$ cat config.mk
export PLATFORM = sky130hd
export DESIGN_NAME = turret_uart_rx
export DESIGN_NICKNAME = d
export VERILOG_FILES = /design/src/rtl/turret_uart_rx.sv
export SDC_FILE = /design/constraint.sdc
export NUM_CORES = 1
export LEC_CHECK = 0
export ABC_AREA = 1
export BUFFER_PORTS_ARGS = -buffer_cell sky130_fd_sc_hd__buf_2
export CAP_MARGIN = 30
export CORE_MARGIN = 2
export CORE_UTILIZATION = 38
export CTS_CLUSTER_SIZE = 10
export DETAILED_ROUTE_END_ITERATION = 7
export GPL_TIMING_DRIVEN = 0
export PLACE_DENSITY = 0.52
export SLEW_MARGIN = 20
export SYNTH_ARGS = -nofsm -noshare
export SYNTH_HDL_FRONTEND = slang
export SYNTH_SLANG_ARGS = --single-unit
$ cat constraint.sdc
create_clock -name SYSCLK -period 2.6 [get_ports SYSCLK]
set_input_delay 0.52 -clock SYSCLK [delete_from_list [all_inputs] [get_ports SYSCLK]]
set_output_delay 0.52 -clock SYSCLK [all_outputs]
set_load 0.01 [all_outputs]
$ cat src/rtl/turret_uart_rx.sv
// 8N1 UART receiver for the turret RX pin: 16x oversampling, start/stop validation,
// and a small first-word-fall-through FIFO with sticky overrun and framing-error pulse.
`timescale 1ns/1ps
module turret_uart_rx #(
    parameter int CLK_DIV    = 65,
    parameter int FIFO_DEPTH = 4
) (
    input  logic       SYSCLK,
    input  logic       NSYSRESET,
    input  logic       RX,
    input  logic       RD,
    output logic [7:0] DATA,
    output logic       VALID,
    output logic       FRAMING_ERR,
    output logic       OVERRUN,
    input  logic       OVR_CLR
);

    localparam int PTR_W = $clog2(FIFO_DEPTH);
    localparam int CNT_W = PTR_W + 1;
    localparam logic [7:0]       TICK_LAST = 8'(CLK_DIV - 1);
    localparam logic [CNT_W-1:0] FULL_CNT  = CNT_W'(FIFO_DEPTH);
    localparam logic [CNT_W-1:0] CNT_ONE   = CNT_W'(1);
    localparam logic [PTR_W-1:0] PTR_ONE   = PTR_W'(1);

    typedef enum logic [2:0] {
        S_IDLE, S_START, S_DATA, S_STOP, S_WAIT_IDLE
    } state_t;

    logic             r_rx_meta, r_rx_s, r_rx_prev;
    logic [7:0]       r_tick_cnt;
    logic [3:0]       r_sub_cnt;
    logic [2:0]       r_bit_cnt;
    logic [7:0]       r_shift;
    state_t           r_state, w_state_nxt;
    logic             r_framing_err, r_overrun;
    logic [7:0]       r_mem [FIFO_DEPTH];
    logic [PTR_W-1:0] r_wr_ptr, r_rd_ptr;
    logic [CNT_W-1:0] r_count;

    logic w_tick, w_fall, w_cnt_clr, w_sub_clr, w_shift_en, w_push, w_ferr;
    logic w_pop, w_full, w_wr_en, w_ovr_set;

    // Synchroniser idles high so reset never looks like a start edge.
    // NOTE: all clocked state uses non-blocking assignments so every flop samples pre-edge values.
    always_ff @(posedge SYSCLK or negedge NSYSRESET) begin
        if (!NSYSRESET) begin
            r_rx_meta <= 1'b1;
            r_rx_s    <= 1'b1;
            r_rx_prev <= 1'b1;
        end else begin
            r_rx_meta <= RX;
            r_rx_s    <= r_rx_meta;
            r_rx_prev <= r_rx_s;
        end
    end

    assign w_tick = (r_tick_cnt == TICK_LAST);
    assign w_fall = r_rx_prev & ~r_rx_s;

    always_ff @(posedge SYSCLK or negedge NSYSRESET) begin
        if (!NSYSRESET) begin
            r_state <= S_IDLE;
        end else begin
            r_state <= w_state_nxt;
        end
    end

    // NOTE: every output of this block gets a default first, so no path can infer a latch.
    always_comb begin
        w_state_nxt = r_state;
        w_cnt_clr   = 1'b0;
        w_sub_clr   = 1'b0;
        w_shift_en  = 1'b0;
        w_push      = 1'b0;
        w_ferr      = 1'b0;
        case (r_state)
            S_IDLE: begin
                if (w_fall) begin
                    w_state_nxt = S_START;
                    w_cnt_clr   = 1'b1;
                end
            end
            S_START: begin
                if (w_tick && r_sub_cnt == 4'd7) begin
                    if (r_rx_s) begin
                        w_state_nxt = S_IDLE;
                    end else begin
                        w_state_nxt = S_DATA;
                        w_sub_clr   = 1'b1;
                    end
                end
            end
            S_DATA: begin
                if (w_tick && r_sub_cnt == 4'd15) begin
                    w_shift_en = 1'b1;
                    if (r_bit_cnt == 3'd7) w_state_nxt = S_STOP;
                end
            end
            S_STOP: begin
                if (w_tick && r_sub_cnt == 4'd15) begin
                    if (r_rx_s) begin
                        w_push      = 1'b1;
                        w_state_nxt = S_IDLE;
                    end else begin
                        w_ferr      = 1'b1;
                        w_state_nxt = S_WAIT_IDLE;
                    end
                end
            end
            S_WAIT_IDLE: begin
                if (r_rx_s) w_state_nxt = S_IDLE;
            end
            default: w_state_nxt = S_IDLE;
        endcase
    end

    // Start edge realigns the oversample phase to the frame.
    always_ff @(posedge SYSCLK or negedge NSYSRESET) begin
        if (!NSYSRESET) begin
            r_tick_cnt <= '0;
            r_sub_cnt  <= '0;
            r_bit_cnt  <= '0;
            r_shift    <= '0;
        end else begin
            if (w_cnt_clr || w_tick) r_tick_cnt <= '0;
            else                     r_tick_cnt <= r_tick_cnt + 8'd1;

            if (w_cnt_clr || w_sub_clr) r_sub_cnt <= '0;
            else if (w_tick)            r_sub_cnt <= r_sub_cnt + 4'd1;

            if (w_cnt_clr)       r_bit_cnt <= '0;
            else if (w_shift_en) r_bit_cnt <= r_bit_cnt + 3'd1;

            if (w_shift_en) r_shift <= {r_rx_s, r_shift[7:1]};
        end
    end

    assign w_pop     = RD & VALID;
    assign w_full    = (r_count == FULL_CNT);
    assign w_wr_en   = w_push & (~w_full | w_pop);
    assign w_ovr_set = w_push & w_full & ~w_pop;

    // NOTE: storage is reset so DATA reads a defined 8'h00 after reset.
    always_ff @(posedge SYSCLK or negedge NSYSRESET) begin
        if (!NSYSRESET) begin
            for (int i = 0; i < FIFO_DEPTH; i++) r_mem[i] <= '0;
        end else if (w_wr_en) begin
            r_mem[r_wr_ptr] <= r_shift;
        end
    end

    always_ff @(posedge SYSCLK or negedge NSYSRESET) begin
        if (!NSYSRESET) begin
            r_wr_ptr      <= '0;
            r_rd_ptr      <= '0;
            r_count       <= '0;
            r_framing_err <= 1'b0;
            r_overrun     <= 1'b0;
        end else begin
            if (w_wr_en) r_wr_ptr <= r_wr_ptr + PTR_ONE;
            if (w_pop)   r_rd_ptr <= r_rd_ptr + PTR_ONE;
            case ({w_wr_en, w_pop})
                2'b10:   r_count <= r_count + CNT_ONE;
                2'b01:   r_count <= r_count - CNT_ONE;
                default: r_count <= r_count;
            endcase
            r_framing_err <= w_ferr;
            // A new overrun takes priority over a clear in the same cycle.
            if (w_ovr_set)    r_overrun <= 1'b1;
            else if (OVR_CLR) r_overrun <= 1'b0;
        end
    end

    assign DATA        = r_mem[r_rd_ptr];
    assign VALID       = (r_count != '0);
    assign FRAMING_ERR = r_framing_err;
    assign OVERRUN     = r_overrun;

endmodule

==> impl_metrics.toml, run 1 <==
[global_route]
grtUsageMet1 = 0.196
grt_max_degree = 47
grt_antenna_before_repair = 0
overflow = 0
grt_usage = 0.150
grt_use_met2 = 0.239
grt_pass1_wl_mm = 11.4
busiest_layer = "met2"
grt_pass1_vias = 2395
met3_usage = 0.0491

[logic_synthesis]
yosysUniqueCellTypes = 30
synth-edff-count = 0
synth.top_cell.area_share = 0.511
ys_seq_area_frac = 0.535
synth.most_common_cell = "nand2_1"
synth_top_area_cell = "dfrtp_1"
syn_area_um2 = 3280
yosys-top-cells-area = "dfrtp_1 (51%), nand2_1 (9.0%), o21ai_0 (4.7%)"
synth-main-ff-cell = "dfrtp_1"
async_flop_share = 1.00
synth-seq-cells = 70
syn_area_per_cell_um2 = 8.89
netlist_instances = 369
syn_nets = 384
synth_common_cells = "nand2_1 (79), dfrtp_1 (67), nor2_1 (35)"
yosysWarnings = 0

[timing]
setup_tns_ps = 0
slew_viol_final = 0
period_share = 0.878
hold_viol = 0
maxSlewHeadroom = 0.687
fin_skew_ps = 15.5
min_period_ps = 2280
max_freq_mhz = 438
hold_slack_ps = 75.2
finalSetupViolations = 0
worst_slew_pin_slew_ps = 470
rsz0062_at_grt = "no"

[worst_setup_path]
ff2ff_setup_slack_ps = 340
required_ps = 2080
r2r_cells = 14
critPathKind = "reg2out"
cp-end-kind = "primary output"
cp.arrival_ps = 1760
critical_path_peak_fanout = 10
slowest_stage = "dfrtp_1"
cpPeakStageDelay_ps = 510
start_kind = "flip-flop"
r2r-end = "r_count[2]"
cp-endpoint = "DATA[6]"
worstPathCellList = "inv_1, clkbuf_2, o21ai_0, o22ai_1, buf_2"
crit_start = "r_rd_ptr[0]"
reg2reg_from = "r_tick_cnt[0]"

[clocking]
cts_inserted_buffers = 9
root_buffer = "clkbuf_8"
cts.htree.levels = 3
insertion_delay_ps = 340
post_cts_buffers = 0
clkSlewWorstSetupHoldPaths_ps = 80
cts_tree = "done"
clockBufferDepth = 2
cts.sinks = 70

[pwr]
p_sw_frac = 0.256
cellPowerDensity_nw_per_um2 = 701
power_frac_seq = 0.466
p_leak_nw = 1.86
power_switching_mw = 0.677
combPwrFrac = 0.125
p_clk_frac = 0.409
irDropWorstVdd_mv = 0.404
power.internal_mw = 1.97

[die]
fp.dieArea_um2 = 9390
die_width_um = 96.9
die_y_um = 96.9
start_util = 0.395
rows = 33
core_um2 = 8300
ios = 16

[route]
drt_iter0_markers = 126
finalWirelength_mm = 6.60
dr_total_vias = 2435
route.detailed.drc = 0
drtAntennaViolNets = 0
dr.pass1.iters = 4
via_per_inst = 4.82
wire_per_inst_um = 13.1

[final_layout]
final_cell_area_um2 = 3770
syn2layout_area_growth_pct = 15.0
fin_nets = 410
finalNonFillerCells = 505
antennaDiodeCount = 0
drive_gt1_frac = 0.170

[min_path]
min_path_type = "in2async"

[placement]
placed_cells_incl_taps = 490
hpwlAfterDp_mm = 4.71
routabilityCongestion = 0.774
portBuffers = 15
place_area_um2 = 3520

[status]
outcome = "completed"

[run]
cap_violations = 0
## critical path: cells and delay by family, from the launching register on
kind	cells	cell delay [ps]
buf+inv	3	580
flops	1	510
compound gates	2	330
## power groups by stage
| stage | Sequential, mW | Clock [mW] | Combinational [mW] |
|---|---|---|---|
| after CTS | 1.23 | 1.11 | 0.336 |
| after global placement | 1.25 | 0 | 0.321 |
| after global routing | 1.24 | 1.16 | 0.392 |
| after detailed placement | 1.25 | 0 | 0.334 |
| final | 1.23 | 1.08 | 0.331 |
| after floorplan | 1.24 | 0 | 0.254 |
## worst min-delay path by stage
stage / start / to / slack (ps) / depth (start not counted)
after global placement: r_rx_meta / r_rx_s / 350 / 0
after detailed placement: r_rx_meta / r_rx_s / 350 / 0
final: NSYSRESET / r_mem[4] / 80 / 1
after global routing: NSYSRESET / r_mem[4] / 80 / 1
after floorplan: NSYSRESET / FRAMING_ERR / 220 / 0
after CTS: NSYSRESET / r_mem[4] / 80 / 1
## timing repair
| item | in CTS | in global routing |
|---|---|---|
| hold buffers | 0 | 0 |
| resized for setup | 0 | 4 |
| endpoints found under the setup margin | 0 | 9 |
## sequential cells by signal (all words and copies together) (netlist names)
register	count
r_rx_meta	1
OVERRUN	1
FRAMING_ERR	1
r_mem	32
r_sub_cnt	4
r_bit_cnt	3
r_count	3
r_tick_cnt	8
r_rx_prev	1
r_rd_ptr	2
r_wr_ptr	2
r_shift	8
r_rx_s	1
r_state	3
## kinds of logic after synthesis
family / after synthesis / share of synthesized area
simple gates: 156 / 0.212
xor+xnor: 4 / 0.0107
flops: 70 / 0.535
fa+ha+maj: 10 / 0.0404
compound gates: 80 / 0.134
buf+inv: 49 / 0.0675
## layer usage
metal	up-vias	wire length, um
li1	1269	-
met1	1121	3210
met2	35	3070
met3	10	248
met4	0	80
met5	-	0
## cells in the final DEF, fill, tap and decap left out, drive strengths merged
master,n
a21oi,6
and3,2
buf,22
bufinv,3
clkbuf,16
clkinv,1
dfrtp,67
dfstp,3
fa,1
ha,9
inv,38
nand2,86
nand3,16
nand4,6
nor2,41
nor3,4
nor3b,1
o21ai,63
o21bai,1
o22ai,9
o31ai,1
xor2,4
## per-stage QoR
step | util | power, mW | worst slack (ps)
2_1_floorplan | - | 1.49 | 510
3_3_place_gp | 0.420 | 1.57 | 241
3_5_place_dp | 0.424 | 1.58 | 223
4_1_cts | 0.454 | 2.67 | 27.6
5_1_grt | 0.454 | 2.79 | 105
6_report | 0.454 | 2.64 | 317
## layout make-up
cell class                      count  area, um2
Fill cell                         810       4530
Sequential cell                    70       1760
Multi-Input combinational cell    250       1310
Clock buffer                       13        159
Inverter                           39        151
Tap cell                          105        131
Timing Repair Buffer               16        105
Clock inverter                      3       90.1
Buffer                              9       67.6
(Power assumes the default switching activity.)
==> run 2, diff against run 1 <==
PLACE_DENSITY = 0.54   (was 0.52)
clock period = 1.84 ns   (was 2.6 ns; I/O delays follow)
==> run 2 against run 1 <==
  * The flow now finishes with violations (negative setup slack)
  * Critical path depth up 9
  * Clock-buffer cell count fell by 2
  * First-iteration DRC count grew 7.1%
  * Sequential cell count did not move
  * Register-to-register slack worse by 400 ps
  * Design area grew 16%
  * Wire length grew 15%
==> impl_metrics.toml, run 2 (synthesis gave the netlist of run 1 again) <==
[pwr]
power.internal_mw = 2.70
power_switching_mw = 1.05
cellPowerDensity_nw_per_um2 = 857
p_sw_frac = 0.280
combPwrFrac = 0.168
irDropWorstVdd_mv = 0.580
p_leak_nw = 2.06
power_frac_seq = 0.464
p_clk_frac = 0.368

[final_layout]
antennaDiodeCount = 0
mostFrequentLayoutCells = "nand2_1 (67), dfrtp_1 (65), nor2_1 (28), o21ai_1 (28), inv_1 (25)"
largest_reg_flops = 32
largest-register = "r_mem"
finalNonFillerCells = 535
fin_nets = 440
syn2layout_area_growth_pct = 33.2
fillers = 773
drive_gt1_frac = 0.344
final_common_cell = "nand2_1"
reg_top3 = "r_mem (32), r_shift (8), r_tick_cnt (8)"

[worst_setup_path]
cp.arrival_ps = 2130
start_kind = "flip-flop"
required_ps = 2070
r2r-end = "r_count[2]"
ff2ff_setup_slack_ps = -60
r2r_cells = 14
critical_path_peak_fanout = 3
critPathKind = "reg2reg"
reg2reg_from = "r_tick_cnt[0]"
cp-end-kind = "flip-flop"

[timing]
worst_slew_pin_slew_ps = 433
period_share = 1.03
max_freq_mhz = 526
hold_viol = 0
slew_viol_final = 0
min_period_ps = 1900
setup_tns_ps = -524
maxSlewHeadroom = 0.712
setup_ws_ps = -60.9
finalSetupViolations = 21
fin_skew_ps = 16.1
rsz0062_at_grt = "yes"

[clocking]
insertion_delay_ps = 340
root_buffer = "clkbuf_8"
clockBufferDepth = 2
cts.sinks = 70
clkSlewWorstSetupHoldPaths_ps = 80
cts_tree = "done"
cts_inserted_buffers = 9
cts.htree.levels = 3

[placement]
routabilityCongestion = 0.820
portBuffers = 15
placed_cells_incl_taps = 490
hpwlAfterDp_mm = 4.73

[route]
wire_per_inst_um = 14.2
drtAntennaViolNets = 0
dr_total_vias = 2644
via_per_inst = 4.94
finalWirelength_mm = 7.61
route.detailed.drc = 0
drt_iter0_markers = 135
dr.pass1.iters = 4

[die]
die_width_um = 96.9
start_util = 0.395
ios = 16
die_y_um = 96.9
rows = 33
core_um2 = 8300
fp.dieArea_um2 = 9390

[global_route]
grt_pass1_vias = 2604
grt_pass1_wl_mm = 12.3
grt_max_degree = 39
grt_usage = 0.163
grt_antenna_before_repair = 0
overflow = 0

[status]
outcome = "complete, but fails checks"
violations = "negative setup slack"

[min_path]
worstHoldEndpoint = "r_rx_meta"
min_path_type = "in2reg"
hp-start = "RX"
whs_path_depth = 1

[run]
cap_violations = 0
==> run 2: cell count changes in the layout (fill, tap and decap cells not counted), moves of 5 or more <==
| cell | previous run | this run |
|---|---|---|
| nor2_1 | 35 | 28 |
| o22ai_2 | 0 | 5 |
| nand2_2 | 4 | 10 |
| o22ai_1 | 9 | 4 |
| nor2_4 | 2 | 7 |
| nand2_8 | 0 | 5 |
| o21ai_2 | 6 | 17 |
| buf_4 | 1 | 23 |
| nand2_1 | 78 | 67 |
| inv_2 | 6 | 12 |
| inv_1 | 32 | 25 |
| o21ai_0 | 31 | 18 |
==> run 2: critical path, stage by stage, from the launching register on <==
cell and delay (ps):
dfrtp_1 410, inv_2 100, ha_4 130, inv_2 40, nor2_4 110, nand2_4 70
nor2_4 150, nand2_4 70, nand2_4 60, inv_2 40, fa_2 380, inv_2 70
nand3_2 60, nand3_2 60, nand2_1 40
==> run 2: through the flow <==
| stage | hold slack [ps] | util | setup WS, ps | instance area [um2] | power (mW) |
|---|---|---|---|---|---|
| 6_report | 116 | 0.526 | -60.9 | 4370 | 3.75 |
| 5_1_grt | 86.6 | 0.526 | -182 | 4370 | 3.96 |
| 4_1_cts | 96.2 | 0.481 | -5.30 | 3990 | 3.75 |
| 3_5_place_dp | 345 | 0.427 | -341 | 3540 | 2.26 |
| 3_3_place_gp | 346 | 0.424 | -341 | 3520 | 2.24 |
| 2_1_floorplan | 72.4 | - | -71.8 | 3310 | 2.13 |
==> run 2: worst max path at each step <==
stage             startpoint         end  slack, ps  depth (start not counted)
4_1_cts          r_rd_ptr[0]     DATA[2]         -5                          5
6_report       r_tick_cnt[0]  r_count[2]        -60                         14
5_1_grt        r_tick_cnt[0]  r_count[2]       -180                         14
2_1_floorplan  r_tick_cnt[0]  r_count[2]        -70                         14
3_5_place_dp     r_rd_ptr[0]     DATA[6]       -340                          6
3_3_place_gp     r_rd_ptr[0]     DATA[7]       -340                          6
==> run 2: layout make-up <==
cell class	instances	area (um2)	area share
Buffer	7	90.1	0.0206
Sequential cell	70	1760	0.402
Clock buffer	11	141	0.0324
Tap cell	105	131	0.0301
Multi-Input combinational cell	251	1570	0.359
Timing Repair Buffer	47	435	0.0997
Inverter	39	161	0.0369
Clock inverter	5	82.6	0.0189
==> run 2: repair_timing <==
item,4_1_cts,5_1_grt
pin swaps,8,16
gates cloned,0,5
hold buffers,1,0
buffers inserted,16,10
endpoints found under the setup margin,16,46
endpoints found under the hold margin,31,0
gates resized for setup,25,59
==> run 2: layer usage <==
layer | up-vias | global-route usage | routed length [um]
met4 | 0 | 0.0553 | 73
met3 | 8 | 0.0448 | 210
met1 | 1274 | 0.210 | 3460
li1 | 1325 | - | -
met5 | - | 0 | 0
met2 | 37 | 0.265 | 3860
==> run 2: power by group through the flow <==
stage / sequential (mW) / combinational (mW) / clock [mW]
finish: 1.74 / 0.628 / 1.38
global route: 1.75 / 0.721 / 1.49
CTS: 1.73 / 0.598 / 1.42
detailed placement: 1.77 / 0.489 / 0
global placement: 1.76 / 0.479 / 0
floorplan: 1.75 / 0.384 / 0
==> run 3, diff against run 2 <==
ABC_AREA = default   (was 1)
SLEW_MARGIN = default   (was 20)
==> run 3 against run 2 <==
  * The run still ends with negative setup slack left
  * Wire length shrank 11%
  * Sequential share of layout area grew 0.77 points
  * Total power decreased by 7.1%
  * Largest cell class unchanged
==> impl_metrics.toml, run 3 <==
[final_layout]
final_cell_area_um2 = 4300
largest-register = "r_mem"
mostFrequentLayoutCells = "dfrtp_1 (64), mux2_2 (38), buf_4 (27)"
reg_top3 = "r_mem (32), r_shift (8), r_tick_cnt (8)"
fin_nets = 334
drive_gt1_frac = 0.478
syn2layout_area_growth_pct = 26.6
seqCellArea_um2 = 1760
multiInputGateArea_um2 = 1700
antennaDiodeCount = 0
final_common_cell = "dfrtp_1"
largest_reg_flops = 32
fillers = 784

[worst_setup_path]
crit_start = "r_tick_cnt[1]"
reg2reg_from = "r_tick_cnt[1]"
r2r_cells = 10
critPathKind = "reg2reg"
cp-end-kind = "flip-flop"
r2r-end = "r_count[1]"
cp-endpoint = "r_count[1]"
critical_path_peak_fanout = 4
cp.arrival_ps = 2930
required_ps = 2100
start_kind = "flip-flop"
ff2ff_setup_slack_ps = -830

[logic_synthesis]
syn_area_per_cell_um2 = 13.0
async_flop_share = 1.00
synth_common_cells = "dfrtp_1 (67), mux2_2 (40), nor2_1 (18)"
netlist_instances = 262
synth_top_area_cell = "dfrtp_1"
syn_nets = 277
synth-edff-count = 0
synth-main-ff-cell = "dfrtp_1"
syn_area_um2 = 3390
ys_seq_area_frac = 0.517
yosysWarnings = 0
synth.top_cell.area_share = 0.494
yosysUniqueCellTypes = 49
synth.most_common_cell = "dfrtp_1"
yosys-top-cells-area = "dfrtp_1 (49%), mux2_2 (13%), mux4_2 (5.3%)"
synth-seq-cells = 70

[die]
start_util = 0.391
die_y_um = 98.5
core_um2 = 8680
rows = 34
ios = 16
fp.dieArea_um2 = 9710
die_width_um = 98.5

[clocking]
clkSlewWorstSetupHoldPaths_ps = 80
insertion_delay_ps = 350
cts.sinks = 70
root_buffer = "clkbuf_8"
clockBufferDepth = 2
cts_inserted_buffers = 9
cts_tree = "done"
cts.htree.levels = 3

[global_route]
met3_usage = 0.0404
grt_use_met2 = 0.231
grtUsageMet1 = 0.201
grt_max_degree = 56
grt_usage = 0.148
busiest_layer = "met2"
grt_pass1_wl_mm = 11.2
grt_antenna_before_repair = 0
grt_pass1_vias = 2202
overflow = 0

[placement]
routabilityCongestion = 0.718
hpwlAfterDp_mm = 4.22
place_area_um2 = 3660
portBuffers = 15

[route]
route.detailed.drc = 0
dr.pass1.iters = 4
finalWirelength_mm = 6.76
via_per_inst = 5.19
wire_per_inst_um = 15.6
drtAntennaViolNets = 0
dr_total_vias = 2240
drt_iter0_markers = 61

[timing]
max_freq_mhz = 375
worst_slew_pin_slew_ps = 972
period_share = 1.45
slew_viol_final = 0
min_period_ps = 2670
hold_viol = 0
rsz0062_at_grt = "yes"
maxSlewHeadroom = 0.343
setup_ws_ps = -830
fin_skew_ps = 10.7
setup_tns_ps = -16520
finalSetupViolations = 46

[pwr]
cellPowerDensity_nw_per_um2 = 810
p_leak_nw = 2.04
irDropWorstVdd_mv = 0.603

[min_path]
min_path_type = "in2reg"

[status]
violations = "negative setup slack"
outcome = "complete, but fails checks"

[run]
cap_violations = 0
run 3: cell types whose count changed after synthesis, moves of 8 or more:
cell	delta
inv_1	-26
mux2_2	+40
mux4_2	+8
nand2_1	-67
nor2_1	-17
o21ai_0	-27
o21ai_1	-26
o22ai_1	-8
xnor2_1	+8
run 3: cell type report:
cell class,instances,area share
plain buffers,6,0.0102
well taps,108,0.0315
repair buffers,50,0.104
flip-flops and latches,70,0.410
inverters,6,0.00524
multi-input cells,176,0.397
clock inverters,6,0.0108
clock buffers,10,0.0320
run 3: metrics by stage:
step	hold WS [ps]	util	power (mW)	setup slack, ps	instances
final	124	0.495	3.48	-830	432
after global routing	103	0.495	3.67	-945	432
after CTS	101	0.470	3.46	-800	417
after detailed placement	254	0.422	2.16	-1130	386
after global placement	346	0.418	2.15	-1150	385
after floorplan	72.4	-	2.04	-895	262
run 3: worst min-delay path by stage:
| stage | from | to | slack (ps) | cells past startpoint |
|---|---|---|---|---|
| finish | RX | r_rx_meta | 120 | 1 |
| global route | RX | r_rx_meta | 100 | 1 |
| CTS | RX | r_rx_meta | 100 | 1 |
| detailed placement | NSYSRESET | r_count[2] | 250 | 1 |
| global placement | r_rx_meta | r_rx_s | 350 | 0 |
| floorplan | NSYSRESET | FRAMING_ERR | 70 | 0 |
run 3: where the power goes:
part           internal (mW)  total, mW  switching, mW
sequential              1.64       1.74          0.100
clock                  0.533       1.16          0.627
combinational          0.300      0.581          0.280
run 3: layer usage:
layer | up-vias | part of all wire | wire [um]
met5 | - | 0 | 0
met4 | 0 | 0.014 | 92
met3 | 8 | 0.027 | 182
met2 | 21 | 0.48 | 3230
met1 | 1140 | 0.48 | 3250
li1 | 1071 | - | -
run 3: worst max-delay path, cell delays in order (launching register included):
cell	delay, ps
dfrtp_1	390
inv_1	70
ha_2	160
or3b_4	420
nor4_4	330
nor2_2	90
fa_2	650
nor2b_2	60
o41ai_2	50
o221ai_2	150
a211oi_2	200
run 3: kinds of logic (layout without fill, tap and decap cells):
logic type,Yosys count,count (layout),synth area share
xor+xnor,14,14,0.0361
fa+ha+maj,10,10,0.0391
buf+inv,16,78,0.0188
mux,50,50,0.192
simple gates,85,85,0.163
flops,70,70,0.517
compound gates,17,17,0.0343
run 3: timing repair:
item | in CTS | in global routing
resized for setup | 26 | 26
hold buffers | 1 | 0
cloned | 0 | 0
endpoints found under the hold margin | 15 | 0
pin swaps | 16 | 15
setup endpoints to repair | 63 | 63
buffers inserted | 18 | 15
